--- src/rtl/instr_mem_responder.sv ---
// rtl/instr_mem_responder.sv - fixed-latency instruction memory responder for the fetch path
// One fetch in flight at a time; program-load port writes the array independently.
module instr_mem_responder #(
   parameter int DATA_W  = 32,
   parameter int DEPTH   = 64,
   parameter int LATENCY = 2
) (
   input  logic              clk,
   input  logic              reset,
   input  logic              req_valid,
   input  logic [7:0]        req_addr,
   output logic              req_ready,
   output logic              resp_valid,
   output logic [DATA_W-1:0] resp_data,
   output logic              resp_misaligned,
   input  logic              resp_ready,
   input  logic              prog_we,
   input  logic [5:0]        prog_addr,
   input  logic [DATA_W-1:0] prog_data,
   output logic              busy
);

   typedef enum logic [1:0] {IDLE, WAIT, RESP} state_t;

   state_t            state;
   state_t            state_next;
   logic [3:0]        cnt;
   logic [7:0]        addr_q;
   logic [DATA_W-1:0] mem [DEPTH];

   always_ff @(posedge clk) begin
      if (reset) state <= IDLE;
      else       state <= state_next;
   end

   always_comb begin
      state_next = state;
      case (state)
         IDLE:    if (req_valid)  state_next = WAIT;
         WAIT:    if (cnt == 4'd0) state_next = RESP;
         RESP:    if (resp_ready) state_next = IDLE;
         default: state_next = IDLE;
      endcase
   end

   always_comb begin
      req_ready  = (state == IDLE);
      resp_valid = (state == RESP);
      busy       = (state != IDLE);
   end

   // Memory is deliberately left out of reset; loads on a reset edge still land.
   always_ff @(posedge clk) begin
      if (prog_we) mem[prog_addr] <= prog_data;
   end

   // The capture read samples mem before any same-edge write, giving read-before-write.
   always_ff @(posedge clk) begin
      if (reset) begin
         cnt             <= 4'd0;
         addr_q          <= 8'd0;
         resp_data       <= '0;
         resp_misaligned <= 1'b0;
      end else begin
         case (state)
            IDLE: begin
               if (req_valid) begin
                  addr_q <= req_addr;
                  cnt    <= 4'(LATENCY - 1);
               end
            end
            WAIT: begin
               if (cnt != 4'd0) begin
                  cnt <= cnt - 4'd1;
               end else begin
                  resp_data       <= mem[addr_q[7:2]];
                  resp_misaligned <= (addr_q[1:0] != 2'b00);
               end
            end
            default: ;
         endcase
      end
   end

endmodule

--- config.mk ---
export PLATFORM = sky130hd
export DESIGN_NAME = instr_mem_responder
export DESIGN_NICKNAME = d
export VERILOG_FILES = /design/src/rtl/instr_mem_responder.sv
export SDC_FILE = /design/constraint.sdc
export NUM_CORES = 2
export LEC_CHECK = 0
export BUFFER_PORTS_ARGS = -buffer_cell sky130_fd_sc_hd__clkbuf_2
export CAP_MARGIN = 25
export CORE_MARGIN = 4
export CORE_UTILIZATION = 40
export CTS_CLUSTER_SIZE = 12
export DETAILED_ROUTE_END_ITERATION = 10
export GPL_ROUTABILITY_DRIVEN = 0
export GPL_TIMING_DRIVEN = 0
export MAX_ROUTING_LAYER = met4
export REMOVE_ABC_BUFFERS = 1
export SLEW_MARGIN = 10
export SYNTH_ARGS = -nofsm -noshare
export SYNTH_HDL_FRONTEND = slang
export SYNTH_SLANG_ARGS = --single-unit
--- constraint.sdc ---
create_clock -name clk -period 8.7 [get_ports clk]
set_input_delay 0.87 -clock clk [delete_from_list [all_inputs] [get_ports clk]]
set_output_delay 0.87 -clock clk [all_outputs]
set_load 0.01 [all_outputs]
* Word-level counts from Yosys, hierarchy flattened *
Memory sizes are Yosys's and may differ from the RTL's. A register that Yosys moved wholly into a read port is not among the register bits.
Cells that the tools add are included.

word-level totals
  bits in registers = 15
  RAM bits = 2048
  input bits = 51
  output and inout bits = 36
  logic and storage cells = 32
  memories kept = 1

operators by class
  $add $sub $neg = 1
  equal/unequal tests = 6
  muxes and demuxes = 9
  bitwise operators = 1
  reductions and logical operators = 10

memory list
  memory  words  width  read ports  clocked after memory_dff  write ports  RTL line  RTL
  mem     64     32     1           1                         1            29        logic [DATA_W-1:0] mem [DEPTH];

operators by type and width
  kind                                                                    count
  4-bit two-way mux                                                       2
  4-bit one-hot mux with 2 select lines                                   1
  2-bit two-way mux                                                       3
  2-bit != test (second input constant)                                   3
  2-bit one-hot mux with 3 select lines                                   1
  3-bit AND reduction                                                     2
  2-bit nonzero test                                                      3
  4-bit logical NOT                                                       1
  2-bit AND reduction                                                     2
  4-bit nonzero test                                                      1
  4-bit by 1-bit subtractor with 4-bit output (second input constant)     1
  2-bit by 1-bit equality test with 1-bit output (second input constant)  1
  2-bit equality test (second input constant)                             1
  2-bit logical NOT                                                       1
  1-bit two-way mux                                                       2
  2-bit by 1-bit != test with 1-bit output (second input constant)        1
  1-bit NOT                                                               1

* Logic depth before layout (Yosys ltp) *
  depth in word-level cells = 3
  gate-level depth with buffers = 11
  mapped depth without buffers = 8

* Worst setup path after synthesis *
No wires, ideal clock.

  kind = input-to-reg
  from = input port prog_addr[3]
  to = memory mem[48][0] (enable)
  setup time = 0.461 ns
  arrival = 3.574 ns
  required time = 8.239 ns
  setup slack = 4.665 ns
  stages on the path = 4
  path buffers = 1
  cell sequence = clkbuf_1 > nor2b_1 > nand4b_1 > nor3_1

RTL lines
  item                RTL line  RTL
  start: declaration  18        input logic [5:0] prog_addr,
  end: declaration    29

Straight into the memory's write port.

==> impl_metrics.toml <==
[grt]
grt_pass1_wl_um = 300000
grt_util_met2_pct = 32.6
top_usage_layer = "met2"
grt_max_degree = 65
overflow = 0
first_global_vias = 39300
met1_usage_pct = 27.8
antenna_found_initial = 14
grt_use_total_pct = 20.7
use_met3_pct = 3.60

[die]
die_w_um = 456
initial_core_util_pct = 40.2
rows = 164
core-area_mm2 = 0.199
die_h_um = 456
die_area_mm2 = 0.208
io_pins = 87

[power_and_ir_drop]
p_total_w = 0.0210
p_leak_nw = 28.1
ir_drop_uv = 188
power_density_mw_per_mm2 = 226

[worst_setup_path]
rr_startpoint = "addr_q[4]"
cpPeakStageDelay_ns = 0.81
rrSetupSlack_ns = 4.47
critical_path_required_ns = 9.28
r2r-end = "resp_data[1]"
critical_path.endpoint = "resp_data[1]"
cp_slowest_cell = "dfxtp_4"
critPathLaunch = "addr_q[4]"
cp_cell_sequence = "buf_16 > buf_16 > buf_16 > mux4_2 > mux4_2 > a22o_1 > nor2_1 > o31ai_1"
startpoint_type = "register"
cp.arrival_ns = 4.81
rr_worst_depth = 8
critical_path_class = "register to register"
crit_path_max_fanout = 52
critPathCaptureType = "register"
crit_top_cell = "buf_16"

[place]
detailedPlace.worstSlack_ns = 4.17
portBuffers = 86
placed_cell_area_mm2 = 0.0866
placed_cells = 6384
hpwl_um = 128000

[routing]
ant_nets = 0
via_per_inst = 5.79
wl_per_cell_um = 31.3
drt-total-wl_um = 212000
vias = 39100
firstDrtPassIters = 5
drt_iter0_markers = 4481
drc = 0

[sta]
worst_slack_ns = 4.47
worst_pin_slew_ns = 1.13
fin_crit_sh_pct = 48.6
period_needed_ns = 4.23
fmax_ghz = 0.236
hold_viol = 0
rsz0062_at_grt = "false"
finClkSkew_ns = 0.0319
setup_viol = 0
maxSlewViolCount = 0
slew_headroom_pct = 24.7

[cts]
cts_root_buf = "clkbuf_16"
cts_setup_buffers = 0
clockBufferDepth = 3
ctsHoldBuffers = 0
cts_max_level = 4
cts.sinks = 2095
clkSlewWorstSetupHoldPaths_ns = 0.06
ctsResizeCount = 0
clock_latency_ns = 0.83
cts_made_buffers = 209
tritoncts = "done"

[min_path]
hold_path_class = "input pin to register"
min_from = "req_addr[2]"

[synthesis]
synth_enable_flop_cells = 2048
syn-cell-area_mm2 = 0.0802
synth_seq_cells = 2095
ys_types = 64
synth_seq_area_share_pct = 77.9
syn_inst = 3706
synth-main-ff-cell = "edfxtp_1"
synthArstFlopShare_pct = 0
syn_avg_cell_area_um2 = 21.6
yosys_warnings = 0

[cells_and_area]
fillCellCount = 16300
nets = 3993
layout-drive-gt1-share_pct = 24.5
fin_util_pct = 46.6
final_common_cell = "edfxtp_1"
fin_area_mm2 = 0.0930
fin_cells = 6759
syn2layout_area_growth_pct = 15.9
final_cell_mix = "edfxtp_1, mux4_2, mux2i_1, clkbuf_16, clkbuf_1"

[run]
drv_cap = 0

[run_status]
status = "complete, no violations"
## cell usage after synthesis, drive strengths merged (4+ instances only)
cell type  instances  area share, %
nor2b             13           0.10
a311oi             6          0.066
o21ai             17           0.11
a22oi             63           0.59
nor3b              6          0.056
buf              126            1.1
or3                4          0.031
nor3              17           0.11
nand2             69           0.32
o31ai              7          0.066
a211oi             5          0.053
o211ai            13           0.12
dfxtp             47            1.2
a21oi             85           0.53
clkbuf            87           0.41
a211o             11           0.12
nor4               7           0.10
a31oi              4          0.031
nor2             118           0.57
o221ai            68           0.74
inv                6          0.028
edfxtp          2048             77
mux4             418             12
a21o              11           0.10
o22ai             61           0.48
nand2b             9          0.070
a221oi            14           0.16
a22o              16           0.17
mux2i            274            3.4
a32o               8           0.10
nand3             30           0.19
## how the worst min path moves through the flow
stage,endpoint,slack [ns],cells past startpoint
after floorplan,addr_q[1],0.43,2
final,addr_q[2],0.25,3
after detailed placement,addr_q[1],0.46,2
after global placement,addr_q[1],0.45,2
after CTS,addr_q[2],0.20,3
after global routing,addr_q[3],0.24,3
## per-stage QoR
step                      setup TNS, ns  hold WS (ns)
after global placement          -922.54         0.453
after floorplan                 -521.77         0.430
final                                 0         0.252
after detailed placement              0         0.462
after global routing                  0         0.239
after CTS                             0         0.199
## cell families (layout without fill, tap and decap cells)
logic type | after synthesis | after routing | synth area share [%]
adders and majority gates | 2 | 2 | 0.0312
DFF | 2095 | 2095 | 77.9
muxes | 692 | 692 | 15.2
AOI/OAI and AO/OA | 407 | 407 | 3.64
other | 0 | 3 | 0
buffers and inverters | 220 | 614 | 1.58
xor gates and xnor gates | 2 | 2 | 0.0219
and+or+nand+nor | 288 | 288 | 1.68
## critical path: cells and delay by family (launching register included)
| family | cells | cell delay, ns |
|---|---|---|
| AND/OR/NAND/NOR | 1 | 0.51 |
| flip-flops | 1 | 0.81 |
| buffers and inverters | 3 | 0.99 |
| AO/OA/AOI/OAI | 2 | 0.62 |
| multiplexers | 2 | 0.94 |
## power breakdown
group          internal, W  switching, W  total, W
registers           0.0112     0.0000755    0.0112
clock network      0.00476       0.00368   0.00844
logic             0.000538      0.000814   0.00135
## registers in the layout (all words and copies together), names as in the netlist
name and cells:
cnt 4, mem 2048, resp_data 32, addr_q 8
resp_misaligned 1, state 2
## layout make-up
type | count | area (µm²) | share of cell area, %
Sequential cell | 2095 | 62500 | 67.2
Multi-Input combinational cell | 1391 | 17000 | 18.3
Clock buffer | 324 | 5910 | 6.36
Timing Repair Buffer | 236 | 3780 | 4.07
Tap cell | 2656 | 3320 | 3.57
Clock inverter | 47 | 407 | 0.437
Inverter | 7 | 35.0 | 0.0377
Antenna cell | 3 | 7.51 | 0.00808
## per-layer routing
| metal | part of all wire, % | vias to the layer above |
|---|---|---|
| met4 | 3.3 | 0 |
| met2 | 49 | 1574 |
| li1 | - | 16100 |
| met5 | 0 | - |
| met3 | 7.4 | 328 |
| met1 | 41 | 21100 |
(Power assumes the default switching activity.)
